`src/rtl/mips_multicycle_ctrl.sv`:
```
// Multicycle MIPS control FSM: Moore state decode, retired-instruction counter.
// Optional macro ILLEGAL_TRAP_EN: unlisted opcodes halt the FSM instead of retiring as NOPs.
module mips_multicycle_ctrl #(
  parameter int CNT_W = 32
) (
  input  logic             clk,
  input  logic             reset,
  input  logic [5:0]       opcode,
  input  logic             mem_ready,
  input  logic             zero,
  output logic             pc_write,
  output logic             ir_write,
  output logic             mem_write,
  output logic             reg_write,
  output logic             iord,
  output logic             alu_src_a,
  output logic             reg_dst,
  output logic             mem_to_reg,
  output logic [1:0]       alu_src_b,
  output logic [1:0]       alu_op,
  output logic [1:0]       pc_src,
  output logic             pc_en,
  output logic [3:0]       state,
  output logic [CNT_W-1:0] instr_count,
  output logic             illegal
);

  typedef enum logic [3:0] {
    FETCH  = 4'd0,  DECODE = 4'd1,  MEMADR = 4'd2,  MEMRD  = 4'd3,
    MEMWB  = 4'd4,  MEMWR  = 4'd5,  EXEC   = 4'd6,  ALUWB  = 4'd7,
    BRANCH = 4'd8,  ADDIEX = 4'd9,  ADDIWB = 4'd10, JUMP   = 4'd11,
    HALT   = 4'd12
  } state_t;

  localparam logic [5:0] OP_R    = 6'b000000;
  localparam logic [5:0] OP_LW   = 6'b100011;
  localparam logic [5:0] OP_SW   = 6'b101011;
  localparam logic [5:0] OP_BEQ  = 6'b000100;
  localparam logic [5:0] OP_ADDI = 6'b001000;
  localparam logic [5:0] OP_J    = 6'b000010;

  state_t cur, nxt;
  logic   pcw_raw, irw_raw, mw_raw, rw_raw;

  always_comb begin
    nxt = cur;
    case (cur)
      FETCH:  nxt = mem_ready ? DECODE : FETCH;
      DECODE: begin
        case (opcode)
          OP_LW, OP_SW: nxt = MEMADR;
          OP_R:         nxt = EXEC;
          OP_BEQ:       nxt = BRANCH;
          OP_ADDI:      nxt = ADDIEX;
          OP_J:         nxt = JUMP;
`ifdef ILLEGAL_TRAP_EN
          default:      nxt = HALT;
`else
          default:      nxt = FETCH;
`endif
        endcase
      end
      MEMADR: nxt = (opcode == OP_SW) ? MEMWR : MEMRD;
      MEMRD:  nxt = mem_ready ? MEMWB : MEMRD;
      MEMWR:  nxt = mem_ready ? FETCH : MEMWR;
      EXEC:   nxt = ALUWB;
      ADDIEX: nxt = ADDIWB;
      HALT:   nxt = HALT;
      default: nxt = FETCH;
    endcase
  end

  // Any entry into FETCH from another state retires exactly one instruction.
  always_ff @(posedge clk or negedge reset) begin
    if (!reset) begin
      cur         <= FETCH;
      instr_count <= '0;
    end else begin
      cur <= nxt;
      if (nxt == FETCH && cur != FETCH)
        instr_count <= instr_count + CNT_W'(1);
    end
  end

  always_comb begin
    pcw_raw    = 1'b0;
    irw_raw    = 1'b0;
    mw_raw     = 1'b0;
    rw_raw     = 1'b0;
    iord       = 1'b0;
    alu_src_a  = 1'b0;
    reg_dst    = 1'b0;
    mem_to_reg = 1'b0;
    alu_src_b  = 2'b00;
    alu_op     = 2'b00;
    pc_src     = 2'b00;
    case (cur)
      FETCH: begin
        alu_src_b = 2'b01;
        irw_raw   = mem_ready;
        pcw_raw   = mem_ready;
      end
      DECODE:  alu_src_b = 2'b11;
      MEMADR, ADDIEX: begin
        alu_src_a = 1'b1;
        alu_src_b = 2'b10;
      end
      MEMRD:   iord = 1'b1;
      MEMWB: begin
        mem_to_reg = 1'b1;
        rw_raw     = 1'b1;
      end
      MEMWR: begin
        iord   = 1'b1;
        mw_raw = 1'b1;
      end
      EXEC: begin
        alu_src_a = 1'b1;
        alu_op    = 2'b10;
      end
      ALUWB: begin
        reg_dst = 1'b1;
        rw_raw  = 1'b1;
      end
      BRANCH: begin
        alu_src_a = 1'b1;
        alu_op    = 2'b01;
        pc_src    = 2'b01;
      end
      ADDIWB:  rw_raw = 1'b1;
      JUMP: begin
        pc_src  = 2'b10;
        pcw_raw = 1'b1;
      end
      default: ;
    endcase
  end

  // Strobes are gated by reset so FETCH's mem_ready dependence cannot leak through.
  assign pc_write  = reset & pcw_raw;
  assign ir_write  = reset & irw_raw;
  assign mem_write = reset & mw_raw;
  assign reg_write = reset & rw_raw;
  assign pc_en     = reset & (pcw_raw | ((cur == BRANCH) & zero));
  assign state     = cur;

`ifdef ILLEGAL_TRAP_EN
  assign illegal = (cur == HALT);
`else
  assign illegal = 1'b0;
`endif

endmodule
```
`config.mk`:
```
export PLATFORM = sky130hd
export DESIGN_NAME = mips_multicycle_ctrl
export DESIGN_NICKNAME = d
export VERILOG_FILES = /design/src/rtl/mips_multicycle_ctrl.sv
export SDC_FILE = /design/constraint.sdc
export NUM_CORES = 1
export LEC_CHECK = 0
export BUFFER_PORTS_ARGS = -buffer_cell sky130_fd_sc_hd__buf_2
export CAP_MARGIN = 10
export CORE_ASPECT_RATIO = 0.8
export CORE_MARGIN = 3
export CORE_UTILIZATION = 35
export DETAILED_ROUTE_END_ITERATION = 8
export SLEW_MARGIN = 20
export SYNTH_ARGS = -nofsm -noshare
export SYNTH_HDL_FRONTEND = slang
export SYNTH_SLANG_ARGS = --single-unit
```
`constraint.sdc`:
```
create_clock -name clk -period 2.15 [get_ports clk]
set_clock_uncertainty 0.2 [all_clocks]
set_input_delay 0 -clock clk [delete_from_list [all_inputs] [get_ports clk]]
set_output_delay 0 -clock clk [all_outputs]
set_load 0.05 [all_outputs]
```
# Word-level counts from Yosys, hierarchy flattened
# Index checks and enable logic that the tools add are counted.
totals:
  register_bits: 36
  out_inout_bits: 52
  elab_cells: 54
op_classes:
  n_addsub: 1
  eq_ne: 17
  mux: 17
  bitwise_logic: 7
  n_reduce_logical: 10
op_table:
  columns: ["operator", "n"]
  rows:
  - ["$add 32x1->32 const B", 1]
  - ["$pmux 4 s8", 1]
  - ["$eq 4x4->1 const B", 5]
  - ["$pmux 4 s5", 1]
  - ["$eq 4x3->1 const B", 4]
  - ["$eq 6x6->1 const B", 2]
  - ["$mux 3", 3]
  - ["$eq 4x2->1 const B", 2]
  - ["$logic_not 4->1", 2]
  - ["$mux 1", 8]
  - ["$pmux 2 s2", 2]
  - ["$and 1x1->1", 6]
  - ["$eq 6x2->1 const B", 1]
  - ["$eq 6x3->1 const B", 1]
  - ["$eq 6x4->1 const B", 1]
  - ["$logic_not 6->1", 1]
  - ["$pmux 2 s3", 1]
  - ["$reduce_or 2->1", 3]
  - ["$eq 4x1->1 const B", 1]
  - ["$reduce_bool 4->1", 1]
  - ["$reduce_or 4->1", 1]
  - ["$reduce_or 3->1", 1]
  - ["$pmux 1 s2", 1]
  - ["$logic_and 1x1->1", 1]
  - ["$or 1x1->1", 1]

# Logic depth before layout (Yosys ltp)
# Gate-level depths: netlist of run 1.
logic_depth:
  word_depth: 6
  ltp_mapped: 9
  ltp_nobuf: 6

# Least setup slack after synthesis of run 1
# Ideal clock, no wire load.
synth_timing:
  path_type: "reg2out"
  from: "reg cur[1], in the netlist state[1]"
  to: "out reg_write"
  arrival_ns: 3.431
  required_ns: 1.950
  setup_slack_ns: -1.481
  path_stages_with_launch: 6
  n_path_buf: 2
  path_cell_list: "dfrtp_1 buf_6 clkbuf_1 nor4_1 a21oi_1 nor2b_1"
synth_via:
  elab_chain_cells: 4
synth_rtl:
  columns: ["element", "line", "rtl"]
  rows:
  - ["start, declared", "42", "state_t cur, nxt;"]
  - ["start signal, assigned", "79", "cur <= nxt;"]
  - ["$eq 4x4->1 or $eq 4x3->1 (tied branches)", "97", "case (cur)"]
  - ["$reduce_or 3->1 (no line) (*)", null, null]
  - ["$mux 1 (*)", "97", null]
  - ["$and 1x1->1 (*)", "143", "assign reg_write = reset & rw_raw;"]
  - ["end, declared", "14", "output logic reg_write,"]
# Mark *: on every way between the ends. The rest lies on a longest branch, timed or not.

# Final worst setup path of run 1
layout_timing:
  from: "reg cur[2], in the netlist state[2]"
  to: "reg instr_count[1]"
layout_via:
  elab_chain_cells: 4
layout_rtl:
  columns: ["element", "line", "rtl"]
  rows:
  - ["$eq 4x4->1, or another cell as far along", "47", "case (cur)"]
  - ["$pmux 4 s8 (*)", "47", null]
  - ["net nxt[1]", "42", null]
  - ["$logic_not 4->1 (*)", "80", "if (nxt == FETCH && cur != FETCH)"]
  - ["$logic_and 1x1->1 (*)", "80", null]
  - ["end signal, assigned", "81", "instr_count <= instr_count + CNT_W'(1);"]
  - ["end, declared", "24", "output logic [CNT_W-1:0] instr_count,"]
# Mark *: on every way through the listed nets, which the timed path passes. The rest lies on a longest branch.
# A chain may end at the register's enable or synchronous reset.

==> flow_metrics.env, run 1 <==
export IMPL_cts_buffer_depth=2
export IMPL_ys_async_sr_fraction=1.000
export IMPL_grt_pass1_vias=1727
export IMPL_post_place_ws_ns=-0.2428
export IMPL_synth_edf_count=0
export IMPL_worstSetupPathType="flop to flop"
export IMPL_drc_errors=0
export IMPL_violations="negative setup slack"
export IMPL_avgSynthCellArea_um2=9.834
export IMPL_cp_num_buf_inv=3
export IMPL_status="finished with violations"
export IMPL_p_per_area_mw_per_mm2=1092
export IMPL_place_area_mm2=0.002738
export IMPL_core_area_mm2=0.005615
export IMPL_synth_cell_types=45
export IMPL_peakVddDrop_uv=469.3
export IMPL_antenna_found_initial=0
export IMPL_crit_path_frequent_cell="buf_6"
export IMPL_place_gp_congestion=0.8022
export IMPL_ys_seq_area_frac=0.4281
export IMPL_r2r_slack_ns=-0.20
export IMPL_finalMaxSlewViolations=0
export IMPL_max_cap_viol_count=0
export IMPL_synth_commonest_cells="dfrtp_1 (36), xnor2_1 (31), nand2_1 (17), nand4_1 (16), nand3_1 (13)"
export IMPL_vias_per_cell=4.983
export IMPL_clk_pin_slew_worst_paths_ns=0.06
export IMPL_diodes=0
export IMPL_synthesis_nets=225
export IMPL_drtIter0Drc=76
export IMPL_worstPathRequired_ns=2.12
export IMPL_max_freq_ghz=0.4248
export IMPL_grt_setup_unrepaired="yes"
export IMPL_final_layout_size_suffix_gt1_frac=0.5404
export IMPL_reg2reg_depth=8
export IMPL_num_rows=24
export IMPL_gr_total_overflow=0
export IMPL_die_h_um=75.36
export IMPL_leakage_nw=1.594
export IMPL_hold_path_class="input port to flop"
export IMPL_crit_chain="buf_6, or4b_1, a31o_2, o2111ai_4, nor4_4, buf_6, buf_6, mux2_4"
export IMPL_io_buffers=60
export IMPL_worstPathArrival_ns=2.32
export IMPL_hpwl_um=3764
export IMPL_finalSetupTns_ns=-3.884
export IMPL_numCtsBuffers=5
export IMPL_vias=1993
export IMPL_cts_root_buf="clkbuf_8"
export IMPL_setup_violations=32
export IMPL_ioPinCount=62
export IMPL_synth_seq_cells=36
export IMPL_power_w=0.003599
export IMPL_fin_nets=333
export IMPL_grt_pass1_wl_um=8763
export IMPL_syn_to_final_growth_pct=56.66
export IMPL_clk_insertion_delay_late_ns=0.28
export IMPL_dieWidth_um=92.70
export IMPL_crit_slowest_cell="or4b_1"
export IMPL_period_needed_ns=2.354
export IMPL_ant_nets=0
export IMPL_grt_total_usage=0.1591
export IMPL_synth_most_common_cell="dfrtp_1"
export IMPL_start_util=0.3748
export IMPL_yosysWarnings=0
export IMPL_finalInstanceArea_mm2=0.003297
export IMPL_grt_max_degree=37
export IMPL_cts_sinks=36
export IMPL_first_pass_iters=4
export IMPL_cp_top_family="simple AND/OR/NAND/NOR gates"
export IMPL_wire_per_inst_um=14.48
export IMPL_netlist_area_mm2=0.002105
export IMPL_max_stage_delay_ns=0.51
export IMPL_crit_fanout=5
export IMPL_synthCells=214
export IMPL_fillers=484
export IMPL_synth_area_top_cells="dfrtp_1 (43%), xnor2_1 (13%), nand4_1 (4.8%), buf_6 (3.2%), nand3_1 (3.1%)"
export IMPL_setup_ws_ns=-0.2040
export IMPL_worstSetupStartpointType="flop"
export IMPL_hold_viol_final=0
export IMPL_wirelength_um=5791
export IMPL_layout_worst_path_cycle_share=1.095
export IMPL_cts_tree="yes"
export IMPL_cp_num_cells=8
export IMPL_cts_max_level=2
export IMPL_cp_end_kind="flop"
export IMPL_whs_path_depth=4
export IMPL_die_area_mm2=0.006985
export IMPL_yosysTopAreaCell="dfrtp_1"
export IMPL_synthFlopType="dfrtp_1"
export IMPL_yosysTopAreaCellShare=0.4281
-- worst paths after layout --
kind | startpoint | endpoint
max reg2reg | state[2] | instr_count[1]
max in group asynchronous | reset | state[2]
min | opcode[1] | state[2]
min reg2reg | instr_count[31] | instr_count[31]
max | state[2] | instr_count[1]
min in group asynchronous | reset | instr_count[22]
-- per-stage QoR --
stage               utilization  hold slack, ns  cells
floorplan                     -         -0.4956    214
global route             0.5871         0.05494    400
global placement         0.4875        -0.04817    370
finish                   0.5871         0.03931    400
detailed placement       0.4875        -0.04796    370
CTS                      0.5374         0.01747    390
-- where the power goes --
part / total, W / leakage, nW / internal, W / switching (W)
combinational: 0.00229 / 1.07 / 0.000999 / 0.00129
clock: 0.000450 / 0.0410 / 0.000220 / 0.000230
sequential: 0.000857 / 0.485 / 0.000760 / 0.0000971
-- routing by layer --
metal	up-vias	track usage	share of wire
met3	7	0.04047	0.049
met5	-	0	0
met1	964	0.2411	0.50
met2	38	0.2275	0.44
met4	0	0.03902	0.010
li1	984	-	-
-- state kept, by name, indices dropped and copies added, names as in the netlist --
name,count
state,4
instr_count,32
-- kinds of logic after synthesis --
family / count (synthesis) / synth area share
buf+inv: 20 / 0.06480
xor+xnor: 35 / 0.1457
mux: 1 / 0.005350
compound gates: 20 / 0.06956
other cells: 1 / 0.001782
fa+ha+maj: 1 / 0.005944
simple gates: 100 / 0.2788
flops: 36 / 0.4281
-- cells in the final DEF (no fill, tap or decap), types with 3 or more instances in the layout --
cell type / instances
dfrtp_1: 32
xnor2_2: 5
nand3_2: 6
nand2_2: 3
o21ai_0: 3
inv_1: 3
nand2_1: 10
and2_1: 3
nand2_4: 4
xnor2_1: 26
buf_6: 8
buf_4: 40
nor2_1: 8
nand3_1: 5
nor3_1: 7
buf_8: 5
and3_1: 9
nand4_1: 16
xor2_1: 4
dlygate4sd3_1: 5
clkbuf_8: 5
buf_2: 57
dfrtp_2: 4
-- what timing repair did --
| action | in CTS | in global routing |
|---|---|---|
| endpoints found under the setup margin | 32 | 38 |
| gates resized for setup | 24 | 42 |
| buffers inserted | 7 | 9 |
| pin swaps | 9 | 15 |
| cloned | 1 | 1 |
| hold buffers | 5 | 0 |
| hold endpoints to repair | 38 | 0 |
-- layout make-up --
cell class              count  area (µm²)  share of cell area
flip-flops and latches     36       905.9              0.2748
repair buffers            116       825.8              0.2505
clock buffers               6       72.57             0.02201
multi-input cells         158        1371              0.4159
well taps                  78       97.59             0.02960
clock inverters             1       5.005            0.001518
inverters                   5       18.77            0.005693
-- worst reg2reg max path, cell delays in order (launching register included) --
cell and delay (ns):
dfrtp_2 0.44, buf_6 0.13, or4b_1 0.51, a31o_2 0.25, o2111ai_4 0.09, nor4_4 0.08, buf_6 0.15, buf_6 0.12
mux2_4 0.28
(Power assumes the default switching activity.)
==> inputs of run 2 (changes only) <==
--- a/config.mk
+++ b/config.mk
@@ -8,7 +8,7 @@
 export BUFFER_PORTS_ARGS = -buffer_cell sky130_fd_sc_hd__buf_2
 export CAP_MARGIN = 10
 export CORE_ASPECT_RATIO = 0.8
-export CORE_MARGIN = 3
+export CORE_MARGIN = 2
 export CORE_UTILIZATION = 35
 export DETAILED_ROUTE_END_ITERATION = 8
 export SLEW_MARGIN = 20
==> run 2 against run 1 <==
Effect of this change: the flow still finishes with violations (negative setup slack); clock power increased by 12%; total power increased by 3.7%; worst hold slack improved by 0.021 ns; wire length decreased by 0.36%; cell count decreased by 0.50%; combinational power increased by 3%; critical path type unchanged; critical endpoint is now instr_count[31]; largest cell class unchanged.
==> flow_metrics.env, run 2 (synthesized netlist as in run 1, its figures left out) <==
export IMPL_setup_violations=32
export IMPL_placed_cells=367
export IMPL_whs_path_depth=3
export IMPL_finalMaxSlewViolations=0
export IMPL_ant_nets=0
export IMPL_grt_pass1_wl_um=9287
export IMPL_regMostFlops="instr_count"
export IMPL_hold_path_class="input port to flop"
export IMPL_leakage_nw=1.595
export IMPL_status="finished with violations"
export IMPL_max_stage_delay_ns=0.45
export IMPL_cts_max_level=2
export IMPL_cts_tree="yes"
export IMPL_grt_max_degree=37
export IMPL_die_h_um=73.36
export IMPL_setup_ws_ns=-0.2012
export IMPL_clk_pin_slew_worst_paths_ns=0.07
export IMPL_crit_fanout=8
export IMPL_final_cells=398
export IMPL_worstSetupStartpointType="flop"
export IMPL_tightest_slew_ns=0.5063
export IMPL_cp_end_kind="flop"
export IMPL_start_util=0.3598
export IMPL_max_cap_viol_count=0
export IMPL_dieWidth_um=90.70
export IMPL_crit_slowest_cell="dfrtp_2"
export IMPL_max_freq_ghz=0.4253
export IMPL_clk_insertion_delay_late_ns=0.29
export IMPL_cts_sinks=36
export IMPL_peakVddDrop_uv=600.7
export IMPL_wire_per_inst_um=14.50
export IMPL_final_cell_mix="buf_2 (57), buf_4 (35), dfrtp_1 (32), xnor2_1 (27), nand4_1 (16)"
export IMPL_vias=1998
export IMPL_cp_num_buf_inv=4
export IMPL_gr_total_overflow=0
export IMPL_diodes=0
export IMPL_die_area_mm2=0.006653
export IMPL_p_per_area_mw_per_mm2=1118
export IMPL_ioPinCount=62
export IMPL_cp_top_family="buffers and inverters"
export IMPL_first_pass_iters=4
export IMPL_reg2reg_depth=10
export IMPL_final_layout_size_suffix_gt1_frac=0.5268
export IMPL_hpwl_um=3633
export IMPL_antenna_found_initial=0
export IMPL_drc_errors=0
export IMPL_vias_per_cell=5.020
export IMPL_cts_root_buf="clkbuf_8"
export IMPL_crit_chain="buf_6, nor4bb_4, a211oi_4, o311ai_4, nor4_4, buf_4, buf_12, buf_6, nand4_4, xnor2_1"
export IMPL_grt_total_usage=0.1753
export IMPL_worstPathArrival_ns=2.33
export IMPL_finalSetupTns_ns=-4.309
export IMPL_hold_ws_ns=0.06029
export IMPL_period_needed_ns=2.351
export IMPL_final_util=0.5709
export IMPL_cp_num_cells=10
export IMPL_crit_path_frequent_cell="buf_6"
export IMPL_final_common_cell="buf_2"
export IMPL_cts_buffer_depth=2
export IMPL_largest_reg_flops=32
export IMPL_drtIter0Drc=56
export IMPL_grt_setup_unrepaired="yes"
export IMPL_syn_to_final_growth_pct=58.68
export IMPL_fin_nets=327
export IMPL_wirelength_um=5770
export IMPL_worstPathRequired_ns=2.13
export IMPL_relSlewSlack=0.6598
export IMPL_numCtsBuffers=5
export IMPL_io_buffers=60
export IMPL_core_area_mm2=0.005849
export IMPL_grt_pass1_vias=1853
export IMPL_worstSetupPathType="flop to flop"
export IMPL_layout_worst_path_cycle_share=1.094
export IMPL_violations="negative setup slack"
export IMPL_num_rows=25
export IMPL_hold_viol_final=0
export IMPL_post_place_ws_ns=-0.2226
export IMPL_fillers=498
export IMPL_place_gp_congestion=0.8097
[run 2: worst reg2reg max path, stage by stage, from the launching register on]
cell	delay [ns]
dfrtp_2	0.45
buf_6	0.14
nor4bb_4	0.15
a211oi_4	0.25
o311ai_4	0.16
nor4_4	0.24
buf_4	0.20
buf_12	0.13
buf_6	0.10
nand4_4	0.08
xnor2_1	0.13
[run 2: repair_timing]
| item | CTS | global route |
|---|---|---|
| gates resized for setup | 29 | 34 |
| pin swaps | 15 | 14 |
| endpoints found under the hold margin | 39 | 0 |
| hold buffers | 6 | 0 |
| gates cloned | 2 | 1 |
| setup buffers | 10 | 4 |
| endpoints found under the setup margin | 32 | 36 |
[run 2: path summary, 6_finish.rpt]
kind | startpoint | end | slack (ns)
worst max-delay path | state[2] | instr_count[31] | -0.20
worst min-delay path | opcode[3] | state[1] | 0.06
worst max register to register | state[2] | instr_count[31] | -0.20
worst min register to register | instr_count[31] | instr_count[31] | 0.26
max in group asynchronous | reset | state[3] | 1.18
min in group asynchronous | reset | instr_count[22] | 0.23
[run 2: through the flow]
stage	total power (W)	instance area, µm²
finish	0.003733	3339
CTS	0.003443	3114
detailed placement	0.002455	2709
global placement	0.002443	2709
global route	0.003924	3339
floorplan	0.002071	2211
[run 2: report_power, final]
part | switching [W] | leakage (nW) | internal, W
clock network | 0.000246 | 0.0510 | 0.000256
logic | 0.00132 | 1.06 | 0.00105
registers | 0.000101 | 0.485 | 0.000760
total | 0.00167 | 1.60 | 0.00206
[run 2: area by class of cell]
| type | instances | area, µm² | area share |
|---|---|---|---|
| Clock buffer | 6 | 82.58 | 0.02473 |
| Clock inverter | 2 | 10.01 | 0.002997 |
| Multi-Input combinational cell | 158 | 1413 | 0.4230 |
| Inverter | 5 | 18.77 | 0.005620 |
| Timing Repair Buffer | 110 | 808.3 | 0.2420 |
| Sequential cell | 36 | 905.9 | 0.2713 |
| Tap cell | 81 | 101.3 | 0.03035 |
[run 2: metal layers]
| metal | up-vias | global-route usage | wire length, µm |
|---|---|---|---|
| li1 | 977 | - | - |
| met1 | 977 | 0.2536 | 2693 |
| met2 | 40 | 0.2637 | 2783 |
| met3 | 4 | 0.04923 | 251 |
| met4 | 0 | 0.03590 | 42 |
| met5 | - | 0 | 0 |
